[src/rtl/fwd_hazard_unit_p.sv]
// Forwarding/hazard unit: shadow pipe of destination tags from EX through NUM_FWD
// stages, registered EX forwarding selects, load-use stalls and multiplier interlock.
module fwd_hazard_unit_p #(
    parameter int REG_AW     = 5,
    parameter int NUM_FWD    = 2,
    parameter int LOAD_STAGE = 2,
    parameter int MUL_LAT    = 4,
    parameter int SEL_W      = 3
) (
    input  logic              Clk,
    input  logic              Reset_n,
    input  logic              ID_Valid,
    input  logic [REG_AW-1:0] ID_Rs,
    input  logic [REG_AW-1:0] ID_Rt,
    input  logic              ID_UsesRs,
    input  logic              ID_UsesRt,
    input  logic [REG_AW-1:0] ID_Rd,
    input  logic              ID_RegWrite,
    input  logic              ID_IsLoad,
    input  logic              ID_IsMul,
    input  logic              Flush,
    output logic              Stall,
    output logic [SEL_W-1:0]  EX_SelA,
    output logic [SEL_W-1:0]  EX_SelB,
    output logic              MulBusy,
    output logic              MulDone
);

    // state | meaning
    // IDLE  | no multiply outstanding
    // BUSY  | multiply in flight, mul_cnt cycles left before its result is written
    typedef enum logic {
        IDLE,
        BUSY
    } mul_state_t;

    localparam int CNT_W = $clog2(MUL_LAT);

    // slot 0 is the EX slot, slot k is downstream stage k
    logic [REG_AW-1:0] slot_rd   [0:NUM_FWD];
    logic              slot_wen  [0:NUM_FWD];
    logic              slot_load [0:NUM_FWD];

    mul_state_t        mul_state;
    logic [CNT_W-1:0]  mul_cnt;
    logic [REG_AW-1:0] mul_rd;
    logic              mul_wen;

    logic [SEL_W-1:0]  sel_a;
    logic [SEL_W-1:0]  sel_b;
    logic              lu_a;
    logic              lu_b;
    logic              mul_lock;
    logic              accept;

    // Scan oldest to youngest so the youngest matching producer overrides.
    function automatic logic [SEL_W:0] resolve(input logic [REG_AW-1:0] src,
                                               input logic              used);
        logic [SEL_W:0] res;
        res = '0;
        if (used && src != '0) begin
            for (int k = NUM_FWD; k >= 0; k--) begin
                if (slot_wen[k] && slot_rd[k] == src) begin
                    res[SEL_W-1:0] = (k < NUM_FWD) ? SEL_W'(k + 1) : '0;
                    res[SEL_W]     = slot_load[k] && (k + 1 < LOAD_STAGE);
                end
            end
        end
        return res;
    endfunction

    always_comb begin
        {lu_a, sel_a} = resolve(ID_Rs, ID_UsesRs);
        {lu_b, sel_b} = resolve(ID_Rt, ID_UsesRt);
    end

    // The done cycle (counter at 0) releases dependents to the write-through regfile.
    always_comb begin
        mul_lock = 1'b0;
        if (mul_state == BUSY && mul_cnt != '0) begin
            mul_lock = ID_IsMul ||
                       (mul_wen && mul_rd != '0 &&
                        ((ID_UsesRs   && ID_Rs == mul_rd) ||
                         (ID_UsesRt   && ID_Rt == mul_rd) ||
                         (ID_RegWrite && ID_Rd == mul_rd)));
        end
    end

    assign Stall   = ID_Valid && !Flush && (lu_a || lu_b || mul_lock);
    assign accept  = ID_Valid && !Stall && !Flush;
    assign MulBusy = (mul_state == BUSY);

    always_ff @(posedge Clk) begin
        if (!Reset_n) begin
            for (int k = 0; k <= NUM_FWD; k++) begin
                slot_rd[k]   <= '0;
                slot_wen[k]  <= 1'b0;
                slot_load[k] <= 1'b0;
            end
            EX_SelA <= '0;
            EX_SelB <= '0;
        end else begin
            for (int k = 1; k <= NUM_FWD; k++) begin
                slot_rd[k]   <= slot_rd[k-1];
                slot_wen[k]  <= slot_wen[k-1];
                slot_load[k] <= slot_load[k-1];
            end
            slot_rd[0]   <= ID_Rd;
            slot_wen[0]  <= accept && !ID_IsMul && ID_RegWrite;
            slot_load[0] <= accept && !ID_IsMul && ID_IsLoad;
            EX_SelA      <= accept ? sel_a : '0;
            EX_SelB      <= accept ? sel_b : '0;
        end
    end

    always_ff @(posedge Clk) begin
        if (!Reset_n) begin
            mul_state <= IDLE;
            mul_cnt   <= '0;
            mul_rd    <= '0;
            mul_wen   <= 1'b0;
            MulDone   <= 1'b0;
        end else begin
            MulDone <= (mul_state == BUSY) && (mul_cnt == CNT_W'(1));
            if (accept && ID_IsMul) begin
                // a new mul may issue on the done cycle and restarts the count
                mul_state <= BUSY;
                mul_cnt   <= CNT_W'(MUL_LAT - 1);
                mul_rd    <= ID_Rd;
                mul_wen   <= ID_RegWrite;
            end else if (mul_state == BUSY) begin
                if (mul_cnt == '0) begin
                    mul_state <= IDLE;
                end else begin
                    mul_cnt <= mul_cnt - 1'b1;
                end
            end
        end
    end

endmodule
[config.mk]
export PLATFORM = sky130hd
export DESIGN_NAME = fwd_hazard_unit_p
export DESIGN_NICKNAME = d
export VERILOG_FILES = /design/src/rtl/fwd_hazard_unit_p.sv
export SDC_FILE = /design/constraint.sdc
export NUM_CORES = 1
export LEC_CHECK = 0
export ABC_AREA = 0
export CAP_MARGIN = 25
export CORE_UTILIZATION = 53
export DETAILED_ROUTE_END_ITERATION = 8
export GPL_ROUTABILITY_DRIVEN = 0
export GPL_TIMING_DRIVEN = 0
export HOLD_SLACK_MARGIN = 0.03
export PLACE_DENSITY = 0.84
export SLEW_MARGIN = 20
export SYNTH_ARGS = -nofsm -noshare
export SYNTH_HDL_FRONTEND = slang
export SYNTH_SLANG_ARGS = --single-unit
[constraint.sdc]
create_clock -name Clk -period 4.57 [get_ports Clk]
set_input_delay 0.457 -clock Clk [delete_from_list [all_inputs] [get_ports Clk]]
set_output_delay 0.457 -clock Clk [all_outputs]
set_load 0.005 [all_outputs]
== Yosys cells after proc, flatten, opt, wreduce, memory -nomap -nowiden ==
Memory sizes are Yosys's and may differ from the RTL's.
Index checks and enable logic that the tools add are counted.
Storage, ports and cells
  flip-flop bits (word level): 16
  bits in latches: 0
  bits in writable memories: 21
  memory bits (read-only): 0
  input port bits: 24
  output and inout port bits: 9
  logic and storage cells: 99
  memories kept: 3
Cells by class
  add/sub/neg operators: 1
  multipliers: 0
  divide/modulo/power cells: 0
  $lt $le $gt $ge: 0
  eq/ne operators: 9
  shift-type cells: 0
  multiplexer cells: 24
  bitwise logic cells: 13
  reduce and logical (&&, ||, !) cells: 40
Memories
  slot_rd: depth 3, bits a word 5, rd ports 2, clocked after memory_dff 0, wr ports 3, line 40  | logic [REG_AW-1:0] slot_rd [0:NUM_FWD];
  slot_load: depth 3, bits a word 1, rd ports 2, clocked after memory_dff 0, wr ports 3, line 42  | logic slot_load [0:NUM_FWD];
  slot_wen: depth 3, bits a word 1, rd ports 2, clocked after memory_dff 0, wr ports 3, line 41  | logic slot_wen [0:NUM_FWD];
Operators by type and width (count)
  $eq A5 B5 Y1: 7
  $logic_and A1 B1 Y1: 21
  $mux W4: 4
  $mux W5: 3
  $reduce_bool A5 Y1: 3
  $mux W1: 12
  $mux W2: 5
  $or A1 B1 Y1: 9
  $reduce_or A4 Y1: 2
  $reduce_and A3 Y1: 2
  $logic_or A1 B1 Y1: 5
  $not A1 Y1: 4
  $reduce_bool A2 Y1: 2
  $logic_not A1 Y1: 3
  $eq A2 B1 Y1 const B: 1
  $logic_not A2 Y1: 1
  $ne A2 B2 Y1 const B: 1
  $reduce_and A2 Y1: 1
  $sub A2 B1 Y2 const B: 1

== Longest topological paths before layout ==
Gate-level depths: netlist of the first run.
  depth after elaboration: 15
  mapped depth: 7
  depth with buffers taken out: 6

== Least setup slack after synthesis of the first run ==
Ideal clock, no wire load.
  path kind: input to output
  from: in ID_Rs[2]
  to: out Stall
  data arrival time: 1.659 ns
  data required time: 4.113 ns
  setup slack: 2.454 ns
  stages on the path: 6
  path buffers: 0
  cell sequence: or4_4 -> o21ai_2 -> nor3_2 -> o21ai_4 -> o21ai_0 -> and2_1
On the way
  longest elaborated chain between the ends: 9
  elaborated cells on any way between the ends: 16
  those cells by class: 2 x eq/ne; 3 x mux; 11 x reduce/logical
RTL lines
  start, declared: line 13  | input logic [REG_AW-1:0] ID_Rs,
  $eq A5 B5 Y1: line 83  | ((ID_UsesRs && ID_Rs == mul_rd) ||
  $logic_and A1 B1 Y1: line 83
  $logic_or A1 B1 Y1: line 83
  $logic_or A1 B1 Y1: line 84  | (ID_UsesRt && ID_Rt == mul_rd) ||
  $logic_and A1 B1 Y1: line 82  | (mul_wen && mul_rd != '0 &&
  $logic_or A1 B1 Y1: line 81  | mul_lock = ID_IsMul ||
  $mux W1: line 80  | if (mul_state == BUSY && mul_cnt != '0) begin
  $logic_or A1 B1 Y1 (*): line 89  | assign Stall = ID_Valid && !Flush && (lu_a || lu_b || mul_lock);
  $logic_and A1 B1 Y1 (*): line 89
  end, declared: line 22  | output logic Stall,
Mark *: on every way between the ends. The rest lies on a longest branch, timed or not.

== Worst setup path in the final report of the first run ==
  from: in ID_Rt[1]
  to: out Stall
On the way
  longest elaborated chain between the ends: 9
  elaborated cells on any way between the ends: 16
  those cells by class: 2 x eq/ne; 3 x mux; 11 x reduce/logical
RTL lines
  start, declared: line 14  | input logic [REG_AW-1:0] ID_Rt,
  $eq A5 B5 Y1: line 84
  $logic_and A1 B1 Y1: line 84
  $logic_or A1 B1 Y1: line 83
  $logic_or A1 B1 Y1: line 84
  $logic_and A1 B1 Y1: line 82
  $logic_or A1 B1 Y1: line 81
  $mux W1: line 80
  $logic_or A1 B1 Y1 (*): line 89
  $logic_and A1 B1 Y1 (*): line 89
Marks and branches as above.

==> results by group, run 1 <==
Setup path
  – Arrival time at the worst endpoint: 2.78 ns
  – Kind of end point of the critical path: output pin
  – CP required: 4.11 ns
  – CP Class: input pin to output pin
  – Worst Reg-to-Reg Cells: 5
  – Nature of the critical path startpoint: input pin
  – Crit Path Max Fanout: 8
  – Reg2reg setup slack: roughly 2.7 ns

Synth
  – Cell Area, Synth: 1460 um^2
  – Synth Area in XOR/XNOR: 0.216
  – Leading area contributor after synthesis: dfxtp_1
  – Cells after synthesis: 152
  – Synth warn: 0
  – Largest family of logic cells by synthesized area: simple AND/OR/NAND/NOR gates
  – Simple-Gate Fraction of Synth Area: 0.250
  – Synth top area share: 0.370
  – Mux contribution to synthesized area: 0
  – Synthesized flop and latch total: 27
  – Synth Area in Compound Gates: 0.114
  – Post-synthesis area per instance: ~9.6 um^2
  – Sequential cell area fraction in the yosys report: 0.370
  – Area contributors post-synth: dfxtp_1 37%, xnor2_1 12%, xor2_1 9.6%, and2_1 5.1%, nor4b_4 3.3%
  – Post-Synth Adder-Cell Area: 0.0171
  – Netlist cell types: 33

Hold path
  – Hold Crit Class: register to register
  – Hold path depth: 1

Clock tree
  – Clk slew on worst S/H paths: 0.16 ns
  – Post-cts resize count: 0
  – Htree depth: 1
  – Post-CTS Hold Buffers: 0
  – Worst-case clock buffer depth: 2
  – CTS root buffer: clkbuf_4
  – CTS Sinks: 27
  – CTS tree: built
  – Worst-Skew Late Latency: 0.33 ns
  – Setup bufs post-CTS: 0
  – TritonCTS Buffers: 3

Floorplan
  – Die width: 54.5 um
  – Initial Util: 0.574
  – Die ar.: 2970 um^2
  – Row Count: 18
  – IO Count: 33
  – Total core area: ~2500 um^2
  – Die H: 54.5 um

Power
  – Pwr Total: 438 uW
  – Maximum VDD drop: 224 uV
  – Leakage power: 0.000664 uW
  – Pwr dens: 239 nW/um^2

Cells and area
  – Fin nets: 214
  – Most common cell after layout, fill and taps aside: clkdlybuf4s50_1
  – Most frequent cells in the layout: 30 x clkdlybuf4s50_1, 27 x dfxtp_1, 20 x xnor2_1
  – ANT cells: 0
  – Fillers: 207
  – Share of cells above drive strength 1: 0.0963
  – Area growth from synthesis to layout: 25.3%

Timing
  – Clock period minus worst slack: 3.24 ns
  – Fin crit share: 0.708
  – Clk_skew: roughly 0.014 ns
  – FMAX: 309 MHz
  – Final Max Slew Viols: 0
  – Setup TNS: 0 ns
  – Hold_ws: 0.500 ns
  – Unrepaired setup endpoints after global routing: false
  – Final Hold Viols: 0
  – Finish-stage setup viols: 0

Global routing
  – Vias in the first global route: 1,158
  – Largest net degree at the start of global routing: 16
  – Initial antenna violation count: 0
  – Total gr overflow: 0
  – First-pass GRT wire length: 5.01 mm
  – GRT Util Overall: 0.241

Route
  – Post-Route WL: 3.11 mm
  – Via count: 1,222
  – DR DRC count: 0
  – Routed Antenna Nets: 0
  – DRT Pass-1 Iters: 4
  – Vias per inst: roughly 5.6
  – WL per Instance: 14.3 um
  – Starting DRC count in detailed routing: 17

Placed design
  – IO buf count: 30
  – HPWL after DPL: 2.45 mm

Outcome
  – Status: finished clean

Flow run
  – Number of max-cap violations: 0
-- state kept, by name (all words and copies together), names as in the netlist, 2 cells and up --
signal    count
slot_rd      10
mul_rd        5
EX_SelA       2
EX_SelB       2
mul_cnt       2
slot_wen      2
-- final cells by class --
cell class,count,area (um^2),share of cell area
flip-flops and latches,27,541,0.295
clock buffers,3,22.5,0.0123
well taps,30,37.5,0.0205
multi-input cells,118,880,0.481
plain buffers,5,33.8,0.0185
repair buffers,30,300,0.164
inverters,3,11.3,0.00615
clock inverters,1,5.00,0.00273
-- cells by family (layout without fill, tap and decap cells) --
logic type	Yosys count	count (layout)
simple gates	52	52
compound gates	26	26
flops	27	27
other cells	1	2
buf+inv	8	42
xor+xnor	36	36
fa+ha+maj	2	2
-- path summary, 6_finish.rpt --
path                        from              end
setup / recovery        ID_Rt[1]            Stall
hold / removal    slot_wen[0][0]   slot_wen[0][1]
setup reg to reg       mul_rd[0]  slot_load[0][0]
hold reg to reg   slot_wen[0][0]   slot_wen[0][1]
-- critical path, stage by stage --
cell,delay (ns)
clkdlybuf4s50_1,0.52
or4_1,0.58
o21ai_2,0.17
nor3_2,0.09
o21ai_4,0.24
o21ai_0,0.12
and2_1,0.16
clkdlybuf4s50_1,0.44
-- through the flow --
| stage | area, um^2 | utilization | setup WS [ns] | instances |
|---|---|---|---|---|
| after floorplan | 1470 | - | 2.45 | 153 |
| after global placement | 1800 | 0.708 | 1.31 | 213 |
| after detailed placement | 1800 | 0.708 | 1.32 | 213 |
| after CTS | 1830 | 0.719 | 1.32 | 217 |
| after global routing | 1830 | 0.719 | 1.20 | 217 |
| final | 1830 | 0.719 | 1.33 | 217 |
-- per-layer routing --
layer  vias to the layer above  track usage  wire length, um
li1                        599            -                -
met1                       588        0.292             1370
met2                        29        0.421             1550
met3                         6       0.0389              137
met4                         0       0.0940               51
met5                         -            0                0
-- synth_stat cells --
master    number
dfxtp_1       27
xnor2_1       20
xor2_1        16
and2_1        12
a21oi_1        9
nand3_1        9
o21ai_1        7
and3_1         5
nor4_1         5
nand2_1        4
nor3_2         3
buf_4          2
clkbuf_1       2
ha_1           2
inv_1          2
nand4_1        2
nor2b_1        2
nor3b_1        2
nor4b_4        2
o211ai_1       2
o21a_1         2
o21ai_0        2
o21ai_2        2
or4_1          2
buf_6          1
clkinv_1       1
conb_1         1
nand2b_1       1
nor3_1         1
nor4_2         1
o211ai_2       1
o21ai_4        1
or4_4          1
-- power by group --
part	internal, uW	switching, uW
logic	45.0	36.2
clock network	32.8	71.9
registers	243	8.24
Note: power is estimated with default switching activity, not from simulation.
==> run 2: changes to the inputs <==
CORE_UTILIZATION = 49   (was 53)
PLACE_DENSITY = 0.78   (was 0.84)
clock period = 3.03 ns   (was 4.57 ns; I/O delays follow)
==> run 2 against run 1 <==
Combinational power grew 50%. Hold slack lost 0.0027 ns. Critical path depth is the same. Sequential power grew 51%. First-iteration DRC count grew 35%. Critical endpoint unchanged. Largest cell class unchanged.
==> results by group, run 2 (synthesis gave the netlist of run 1 again) <==
Outcome
  – Status: finished clean

Route
  – Starting DRC count in detailed routing: 23
  – WL per Instance: 14.5 um
  – DRT Pass-1 Iters: 4
  – Via count: about 1,200
  – Vias per inst: 5.47
  – Post-Route WL: 3.18 mm
  – Routed Antenna Nets: 0
  – DR DRC count: 0

Timing
  – Clock period minus worst slack: 2.83 ns
  – FMAX: 354 MHz
  – Setup ws final: 0.203 ns
  – Setup TNS: 0 ns
  – Final Hold Viols: 0
  – Unrepaired setup endpoints after global routing: false
  – Final Max Slew Viols: 0
  – Fin crit share: 0.933
  – Finish-stage setup viols: 0
  – Clk_skew: 0.0195 ns

Setup path
  – Arrival time at the worst endpoint: 2.52 ns
  – Nature of the critical path startpoint: input pin
  – CP Class: input pin to output pin
  – Kind of end point of the critical path: output pin
  – CP max stage delay: 0.58 ns
  – Worst-path cell chain: clkdlybuf4s50_1 -> or4_1 -> o21ai_2 -> nor3_2 -> o21ai_4 -> o21ai_0 -> and2_1 -> clkdlybuf4s50_1
  – CP required: approximately 2.7 ns
  – Crit path top cell by count: clkdlybuf4s50_1
  – Slowest-stage cell, CP: or4_1
  – Crit Path Max Fanout: 4

Power
  – Clock share of power: 0.256
  – Internal power: about 500 uW
  – Switching Share: 0.275
  – Seq pwr share: 0.563
  – Maximum VDD drop: 321 uV
  – Logic pwr share: 0.181
  – Psw: approximately 190 uW
  – Pwr dens: 366 nW/um^2
  – Leakage power: 0.000669 uW

Clock tree
  – CTS Sinks: 27
  – CTS tree: built
  – Clk slew on worst S/H paths: 0.17 ns
  – Htree depth: 1
  – Post-cts resize count: 0
  – CTS root buffer: clkbuf_4
  – Worst-case clock buffer depth: 2
  – TritonCTS Buffers: 3
  – Setup bufs post-CTS: 0
  – Worst-Skew Late Latency: 0.35 ns
  – Post-CTS Hold Buffers: 0

Cells and area
  – Largest register FFs: 10
  – Share of cells above drive strength 1: 0.101
  – Fin nets: 215
  – Area of the multi-input gates: between 800 and 900 um^2
  – Most common cell after layout, fill and taps aside: clkdlybuf4s50_1
  – Most frequent cells in the layout: 30 x clkdlybuf4s50_1, 27 x dfxtp_1, 20 x xnor2_1
  – Register area: 541 um^2
  – Biggest register: slot_rd
  – Area growth from synthesis to layout: 26.1%
  – Leading registers by flop count: slot_rd x10, mul_rd x5
  – ANT cells: 0
  – Fillers: ~230

Floorplan
  – Die ar.: 3200 um^2
  – Initial Util: 0.525
  – IO Count: 33
  – Total core area: 2780 um^2
  – Die width: 56.6 um
  – Row Count: 19
  – Die H: 56.6 um

Flow run
  – Number of max-cap violations: 0

Global routing
  – Largest net degree at the start of global routing: 18
  – Initial antenna violation count: 0
  – First-pass GRT wire length: between 5 and 6 mm
  – Total gr overflow: 0
  – Vias in the first global route: 1,193
  – GRT Util Overall: 0.217

Placed design
  – Pre-CTS setup slack: 0.0813 ns
  – IO buf count: 30
  – HPWL after DPL: 2.54 mm

Hold path
  – Hold Crit Class: register to register
-- run 2: cell type report --
| cell class | instances | area share |
|---|---|---|
| Buffer | 5 | 0.0183 |
| Clock buffer | 3 | 0.0122 |
| Clock inverter | 1 | 0.00475 |
| Inverter | 3 | 0.00611 |
| Multi-Input combinational cell | 118 | 0.477 |
| Sequential cell | 27 | 0.293 |
| Tap cell | 31 | 0.0210 |
| Timing Repair Buffer | 31 | 0.167 |
-- run 2: layer usage --
metal | wire length, um | share of wire | up-vias | global-route usage
li1 | - | - | 603 | -
met1 | 1400 | 0.44 | 567 | 0.260
met2 | 1610 | 0.51 | 24 | 0.382
met3 | 132 | 0.042 | 4 | 0.0323
met4 | 42 | 0.013 | 0 | 0.0941
met5 | 0 | 0 | - | 0
-- run 2: power by group through the flow --
stage	Clock [uW]	Sequential, uW	Combinational (uW)
after floorplan	0	385	64.6
after global placement	0	386	118
after detailed placement	0	387	121
after CTS	177	380	122
after global routing	195	382	132
final	173	380	122
-- run 2: worst paths after layout --
check | start | end | slack, ns | depth (start not counted)
setup / recovery | ID_Rt[1] | Stall | 0.20 | 8
hold / removal | slot_wen[0][1] | EX_SelA[1] | 0.50 | 2
setup reg to reg | mul_rd[4] | EX_SelA[0] | 1.13 | 6
hold reg to reg | slot_wen[0][1] | EX_SelA[1] | 0.50 | 2
-- run 2: stage by stage --
step	area (um^2)	hold WS, ns	total power, uW	util	cells
CTS	1840	0.502	678	0.660	218
floorplan	1470	0.374	449	-	153
finish	1840	0.498	674	0.663	219
detailed placement	1800	0.479	509	0.649	214
global placement	1800	0.464	504	0.649	214
global route	1840	0.470	710	0.663	219
-- run 2: worst max-delay path: cells and delay by family --
family / cells / cell delay (ns)
AOI/OAI and AO/OA: 3 / 0.43
buffers and inverters: 2 / 0.96
and+or+nand+nor: 3 / 0.85
==> run 3: changes to the inputs <==
HOLD_SLACK_MARGIN = unset   (was 0.03)
==> results of run 3 <==
The final DEF is identical to that of run 2; final timing and power are the same.
